[src/rtl/fetch_stage.sv]
// fetch_stage: MIPS instruction fetch stage with PC, imem req/gnt/rvalid handshake and instruction buffer
//
// Ports:
//   clk, reset          rising-edge clock, asynchronous active-high reset
//   imem_req/addr       fetch request and word-aligned byte address (held until gnt)
//   imem_gnt            memory accepted the request this cycle
//   imem_rvalid/rdata   returned instruction word (honoured only while waiting)
//   redirect/pc         taken branch/jump: flush buffer, drop in-flight fetch, restart at redirect_pc
//   id_valid/ready      head-of-buffer handshake to decode
//   id_instr/pc/pcplus4 head instruction, its address and address+4 (instr/pc are 0 when empty)
//   opcode              id_instr[31:26] for the main decoder
// Optional: define FETCH_PERF_CNT_EN to add saturating stall_cycles and dropped_resp counters.
module fetch_stage #(
    parameter logic [31:0] RESET_PC   = 32'h0000_0000,
    parameter int          FIFO_DEPTH = 2
) (
    input  logic        clk,
    input  logic        reset,
    output logic        imem_req,
    output logic [31:0] imem_addr,
    input  logic        imem_gnt,
    input  logic        imem_rvalid,
    input  logic [31:0] imem_rdata,
    input  logic        redirect,
    input  logic [31:0] redirect_pc,
    output logic        id_valid,
    input  logic        id_ready,
    output logic [31:0] id_instr,
    output logic [31:0] id_pc,
    output logic [31:0] id_pcplus4,
    output logic [5:0]  opcode
`ifdef FETCH_PERF_CNT_EN
    ,
    output logic [31:0] stall_cycles,
    output logic [15:0] dropped_resp
`endif
);
    localparam int AW = $clog2(FIFO_DEPTH);
    localparam logic [AW:0] FULL = (AW+1)'(FIFO_DEPTH);
    typedef enum logic {REQ, WAIT} state_t;
    state_t        state, state_nxt;
    logic [31:0]   pc, pc_nxt, req_pc, req_pc_nxt;
    logic          drop, drop_nxt;
    logic [AW:0]   count;
    logic [AW-1:0] rd_ptr, wr_ptr;
    logic [31:0]   buf_pc    [FIFO_DEPTH];
    logic [31:0]   buf_instr [FIFO_DEPTH];
    logic          issue, resp, push, pop;
    assign imem_req   = !reset && state == REQ && count < FULL;
    assign imem_addr  = pc;
    assign id_valid   = count != '0;
    assign id_instr   = id_valid ? buf_instr[rd_ptr] : 32'h0;
    assign id_pc      = id_valid ? buf_pc[rd_ptr] : 32'h0;
    assign id_pcplus4 = id_pc + 32'd4;
    assign opcode     = id_instr[31:26];
    always_comb begin
        issue      = imem_req && imem_gnt;
        resp       = state == WAIT && imem_rvalid;
        // a response is kept only if no redirect has superseded its request
        push       = resp && !drop && !redirect;
        pop        = id_valid && id_ready;
        state_nxt  = state;
        pc_nxt     = pc;
        req_pc_nxt = req_pc;
        drop_nxt   = drop;
        if (state == REQ) begin
            if (issue) begin
                state_nxt  = WAIT;
                req_pc_nxt = pc;
                pc_nxt     = pc + 32'd4;
                drop_nxt   = redirect;
            end
        end else if (resp) begin
            state_nxt = REQ;
            drop_nxt  = 1'b0;
        end else if (redirect) begin
            drop_nxt = 1'b1;
        end
        if (redirect)
            pc_nxt = redirect_pc & ~32'h3;
    end
    always_ff @(posedge clk or posedge reset) begin
        if (reset) begin
            state  <= REQ;
            pc     <= RESET_PC;
            req_pc <= 32'h0;
            drop   <= 1'b0;
            count  <= '0;
            rd_ptr <= '0;
            wr_ptr <= '0;
        end else begin
            state  <= state_nxt;
            pc     <= pc_nxt;
            req_pc <= req_pc_nxt;
            drop   <= drop_nxt;
            if (redirect) begin
                count  <= '0;
                rd_ptr <= '0;
                wr_ptr <= '0;
            end else begin
                if (push && !pop)
                    count <= count + (AW+1)'(1);
                else if (pop && !push)
                    count <= count - (AW+1)'(1);
                if (pop)
                    rd_ptr <= rd_ptr + AW'(1);
                if (push)
                    wr_ptr <= wr_ptr + AW'(1);
            end
        end
    end
    // buffer storage needs no reset: entries are only read while count says they are valid
    always_ff @(posedge clk) begin
        if (push) begin
            buf_pc[wr_ptr]    <= req_pc;
            buf_instr[wr_ptr] <= imem_rdata;
        end
    end
`ifdef FETCH_PERF_CNT_EN
    always_ff @(posedge clk or posedge reset) begin
        if (reset) begin
            stall_cycles <= 32'h0;
            dropped_resp <= 16'h0;
        end else begin
            if (id_ready && !id_valid && stall_cycles != '1)
                stall_cycles <= stall_cycles + 32'd1;
            if (resp && (drop || redirect) && dropped_resp != '1)
                dropped_resp <= dropped_resp + 16'd1;
        end
    end
`endif
endmodule

[config.mk]
export PLATFORM = sky130hd
export DESIGN_NAME = fetch_stage
export DESIGN_NICKNAME = d
export VERILOG_FILES = /design/src/rtl/fetch_stage.sv
export SDC_FILE = /design/constraint.sdc
export NUM_CORES = 1
export LEC_CHECK = 0
export CORE_MARGIN = 2
export CORE_UTILIZATION = 47
export CTS_CLUSTER_DIAMETER = 40
export CTS_CLUSTER_SIZE = 10
export DETAILED_ROUTE_END_ITERATION = 16
export GPL_TIMING_DRIVEN = 0
export PLACE_DENSITY = 0.88
export SKIP_CTS_REPAIR_TIMING = 1
export SLEW_MARGIN = 20
export SYNTH_ARGS = -nofsm -noshare
export SYNTH_HDL_FRONTEND = slang
export SYNTH_SLANG_ARGS = --single-unit
[constraint.sdc]
create_clock -name clk -period 17.2 [get_ports clk]
set_input_delay 4.3 -clock clk [delete_from_list [all_inputs] [get_ports clk]]
set_output_delay 4.3 -clock clk [all_outputs]
set_load 0.05 [all_outputs]
# Word level (Yosys, flattened, before mapping)

Memory sizes are Yosys's and may differ from the RTL's.
Index checks and enable logic that the tools add are counted.

Register bits after elaboration: 70
Bits in writable memories: 128
Logic and storage cells: 63
Memories: 2

$add $sub $neg: 6
Order comparisons: 1
Eq/ne operators: 2
Muxes and demuxes: 21
Bitwise logic cells: 1
Reductions and logical operators: 23

Memories:

| memory    | depth | bits a word | read ports | clocked after memory_dff | wr ports | line | source |
|---|---|---|---|---|---|---|---|
| buf_instr | 2     | 32          | 1          | 0                        | 1        | 47   | `logic [31:0] buf_instr [FIFO_DEPTH];` |
| buf_pc    | 2     | 32          | 1          | 0                        | 1        | 46   | `logic [31:0] buf_pc [FIFO_DEPTH];` |

Operators by type and width:

| operator                                                                | count |
|---|---|
| 32-bit 2-to-1 mux                                                       | 5 |
| 32-bit by 3-bit adder with 32-bit output, second input constant         | 2 |
| 1-bit 2-to-1 mux                                                        | 13 |
| 2-bit nonzero test                                                      | 5 |
| 1-bit logical AND                                                       | 9 |
| 2-bit 2-to-1 mux                                                        | 3 |
| 2-bit AND reduction                                                     | 3 |
| 1-bit logical NOT                                                       | 5 |
| 3-bit by 2-bit inequality test with 1-bit output, second input constant | 1 |
| 3-bit nonzero test                                                      | 1 |
| 1-bit adder, second input constant                                      | 2 |
| 2-bit by 1-bit adder with 2-bit output, second input constant           | 1 |
| 2-bit less-than comparator, second input constant                       | 1 |
| 2-bit inequality test, second input constant                            | 1 |
| 2-bit by 1-bit subtractor with 2-bit output, second input constant      | 1 |
| 1-bit NOT                                                               | 1 |

# Depth between registers and ports, before layout

Depth in word-level cells: 8
Depth in mapped cells: 13
Mapped depth without buffers: 10

# Worst setup path after synthesis

OpenSTA, ideal clock, no wires.

Kind: input to register
From: input port redirect
To: memory buf_instr[1][0], enable pin
Data arrival time: 9268 ps
Setup slack: 7361 ps
Stages on the path: 3
Buffers on the path: 2
Cell sequence: clkbuf_1 > buf_1 > nor3b_1

Longest elaborated chain between the ends: 4

RTL lines:

| element                                | line | source |
|---|---|---|
| start, declared                        | 24   | `input logic redirect,` |
| 1-bit logical NOT                      | 60   | `push = resp && !drop && !redirect;` |
| 1-bit logical AND                      | 60   |  |
| 1-bit 2-to-1 mux                       | 114  | `if (push) begin` |
| 1-bit 2-to-1 mux (implied by the code) | 116  | `buf_instr[wr_ptr] <= imem_rdata;` |
| end, declared                          | 47   |  |

Every way passes these cells.

# Worst setup path after layout

From: input port reset
To: output port imem_req

Longest elaborated chain between the ends: 3

RTL lines:

| element                            | line | source |
|---|---|---|
| start, declared                    | 18   | `input logic reset,` |
| 1-bit logical NOT (no source line) | -    |  |
| 1-bit logical AND (2 in a row)     | 49   | `assign imem_req = !reset && state == REQ && count < FULL;` |
| end, declared                      | 19   | `output logic imem_req,` |

Every way passes these cells.

==> results.json <==
{
  "status": "complete, no violations",
  "p_leak_nw": 4.27,
  "die_area_um2": 19400,
  "synth-edff-count": 124,
  "cts_buffer_depth": 2,
  "required_ps": 12900,
  "hold_ws_ps": 474,
  "postSynthAreaPerCell_um2": 11.8,
  "yosys-top-cells-area": "edfxtp_1 (43%), dfrtp_1 (19%), mux2i_1 (7.2%), nand2_1 (5.9%), xor2_1 (3.9%)",
  "synth_warnings": 0,
  "area_delta_synth_final_pct": 35.0,
  "vias": 6489,
  "slew_headroom_pct": 43.9,
  "layout.nets": 1038,
  "hold_violations": 0,
  "crit_type": "in2out",
  "syn_area_um2": 8620,
  "clockRootBuffer": "clkbuf_16",
  "tightest_slew_ps": 838,
  "post_drt_wl_per_cell_um": 18.7,
  "insertion_delay_ps": 430,
  "fin_cells": 1207,
  "synth_seq_cells": 190,
  "drt_iter0_drc": 541,
  "post_dp_cell_area_um2": 11000,
  "synthArstFlopShare_pct": 34.7,
  "tns_ps": 0,
  "tritoncts": "built",
  "crit_arrival_ps": 5920,
  "synth-main-ff-cell": "edfxtp_1",
  "grt_overflow": 0,
  "hold_class": "reg2reg",
  "r2r_start": "count[1]",
  "core_area_um2": 18000,
  "route.detailed.drc": 0,
  "synthCells": 733,
  "io_buffers": 196,
  "dp.cells": 1176,
  "initial_utilization_pct": 48.0,
  "diodes": 0,
  "rsz0062_at_grt": "no",
  "path_clk_slew_ps": 60,
  "drv_slew": 0,
  "die_x_um": 139,
  "post-synth-top-area-cell": "edfxtp_1",
  "antenna_found_initial": 0,
  "ant_nets": 0,
  "grt_pass1_wl_mm": 35.0,
  "path_max_fanout": 4,
  "start_kind": "primary input",
  "grt_max_degree": 39,
  "rows": 49,
  "crit_start": "reset",
  "ys_types": 42,
  "die_y_um": 139,
  "fmax_ghz": 0.0978,
  "yosysTopAreaCellShare_pct": 43.2,
  "pin_count": 206,
  "min_from": "req_pc[7]",
  "p_per_area_nw_per_um2": 98.3,
  "setup_viol": 0,
  "track_usage_pct": 23.2,
  "drive_above_1_share_pct": 9.00,
  "htree_levels": 4,
  "yosysSeqAreaShare_pct": 62.4,
  "clock_sinks": 190,
  "period_needed_ps": 10220,
  "fillers": 1323,
  "cp-end-kind": "primary output",
  "hpwl_mm": 17.0,
  "first_pass_iters": 5,
  "drv_cap": 0,
  "stdcell_area_um2": 11600,
  "viasPerCell": 5.38,
  "grt_pass1_vias": 6461,
  "finalCritPeriodShare_pct": 59.4,
  "finClkSkew_ps": 6.85,
  "ir_drop_mv": 0.0823,
  "numCtsBuffers": 17,
  "gp_congestion": 0.836,
  "wirelength_mm": 22.5
}
power breakdown:
part,internal [W],switching [W],total [W]
combinational,0.0000669,0.000118,0.000185
sequential,0.000524,0.0000294,0.000553
clock,0.000244,0.000161,0.000406
total,0.000835,0.000309,0.00114
cells in the mapped netlist (2+ instances only):
cell and instances:
nand2_1 136, edfxtp_1 124, nor2_1 78, dfrtp_1 66, mux2i_1 62, xor2_1 38
o21ai_0 29, nand3_1 27, xnor2_1 22, nand4_1 17, nor3_1 17, buf_4 16
nor4_1 13, buf_2 12, clkbuf_1 11, nand3b_1 8, inv_1 6, and4_1 5
a211oi_1 4, a211oi_2 4, and2_1 3, and3_1 3, buf_1 3, buf_6 3
mux2_2 3, o21ai_1 3, ha_1 2, nand2b_1 2, nor2b_1 2, nor4b_2 2
cells by family (layout without fill, tap and decap cells):
family          Yosys count  in the layout  synth area share (%)
simple gates            320            320                  17.1
compound gates           44             44                  3.12
flops                   190            190                  62.4
mux                      65             65                  7.59
xor+xnor                 60             60                  6.10
other cells               1              6                0.0435
buf+inv                  51            291                  3.35
fa+ha+maj                 2              2                 0.290
registers in the layout, summed over array words and instances (netlist names):
register and flops:
imem_addr 30, rd_ptr 1, state 1, buf_instr 64, count 2, req_pc 30, buf_pc 60, drop 1
wr_ptr 1
final cells by class:
cell class | instances | area [um^2] | area share (%)
buffer | 45 | 267 | 2.29
clock buffer | 21 | 483 | 4.15
clock inverter | 10 | 135 | 1.16
inverter | 6 | 25.0 | 0.215
multi-input combinational | 497 | 2980 | 25.6
sequential | 190 | 5380 | 46.2
tap | 229 | 287 | 2.46
timing repair buffer | 209 | 2080 | 17.9
critical path, stage by stage:
cell             delay (ps)
clkdlybuf4s50_1         510
nor3_1                  270
clkdlybuf4s50_1         840
metrics by stage:
stage / worst slack, ps / power (W) / utilization, %
floorplan: 7360 / 0.000668 / -
global placement: 4810 / 0.000737 / 60.6
detailed placement: 6940 / 0.000745 / 61.3
CTS: 6940 / 0.00115 / 64.8
global route: 6890 / 0.00118 / 64.8
finish: 6980 / 0.00114 / 64.8
final timing paths:
check                           endpoint  slack [ps]  cells after the start
hold reg to reg             buf_pc[0][7]         470                      0
min in group asynchronous     req_pc[27]        4310                      2
max in group asynchronous  imem_addr[15]       12380                      3
setup / recovery                imem_req        6980                      3
setup reg to reg           imem_addr[21]       14750                      6
hold / removal              buf_pc[0][7]         470                      0
cell usage in the layout, fill, tap and decap left out, drive strengths merged, types with 6 or more instances in the layout:
cell type | synthesis | layout
clkdlybuf4s50 | 0 | 196
nand2 | 136 | 136
edfxtp | 124 | 124
nor2 | 78 | 78
dfrtp | 66 | 66
mux2i | 62 | 62
buf | 34 | 47
xor2 | 38 | 38
o21ai | 32 | 32
clkbuf | 11 | 32
nand3 | 28 | 28
xnor2 | 22 | 22
nor3 | 18 | 18
nand4 | 17 | 17
nor4 | 13 | 13
nand3b | 8 | 8
a211oi | 8 | 8
conb | 1 | 6
inv | 6 | 6
routing by layer:
layer	track usage, %	part of all wire (%)
met3	5.33	8.1
met1	29.0	40
met4	7.07	1.7
met5	0	0
met2	40.3	50
No activity file was read; power rests on OpenSTA's default activity.
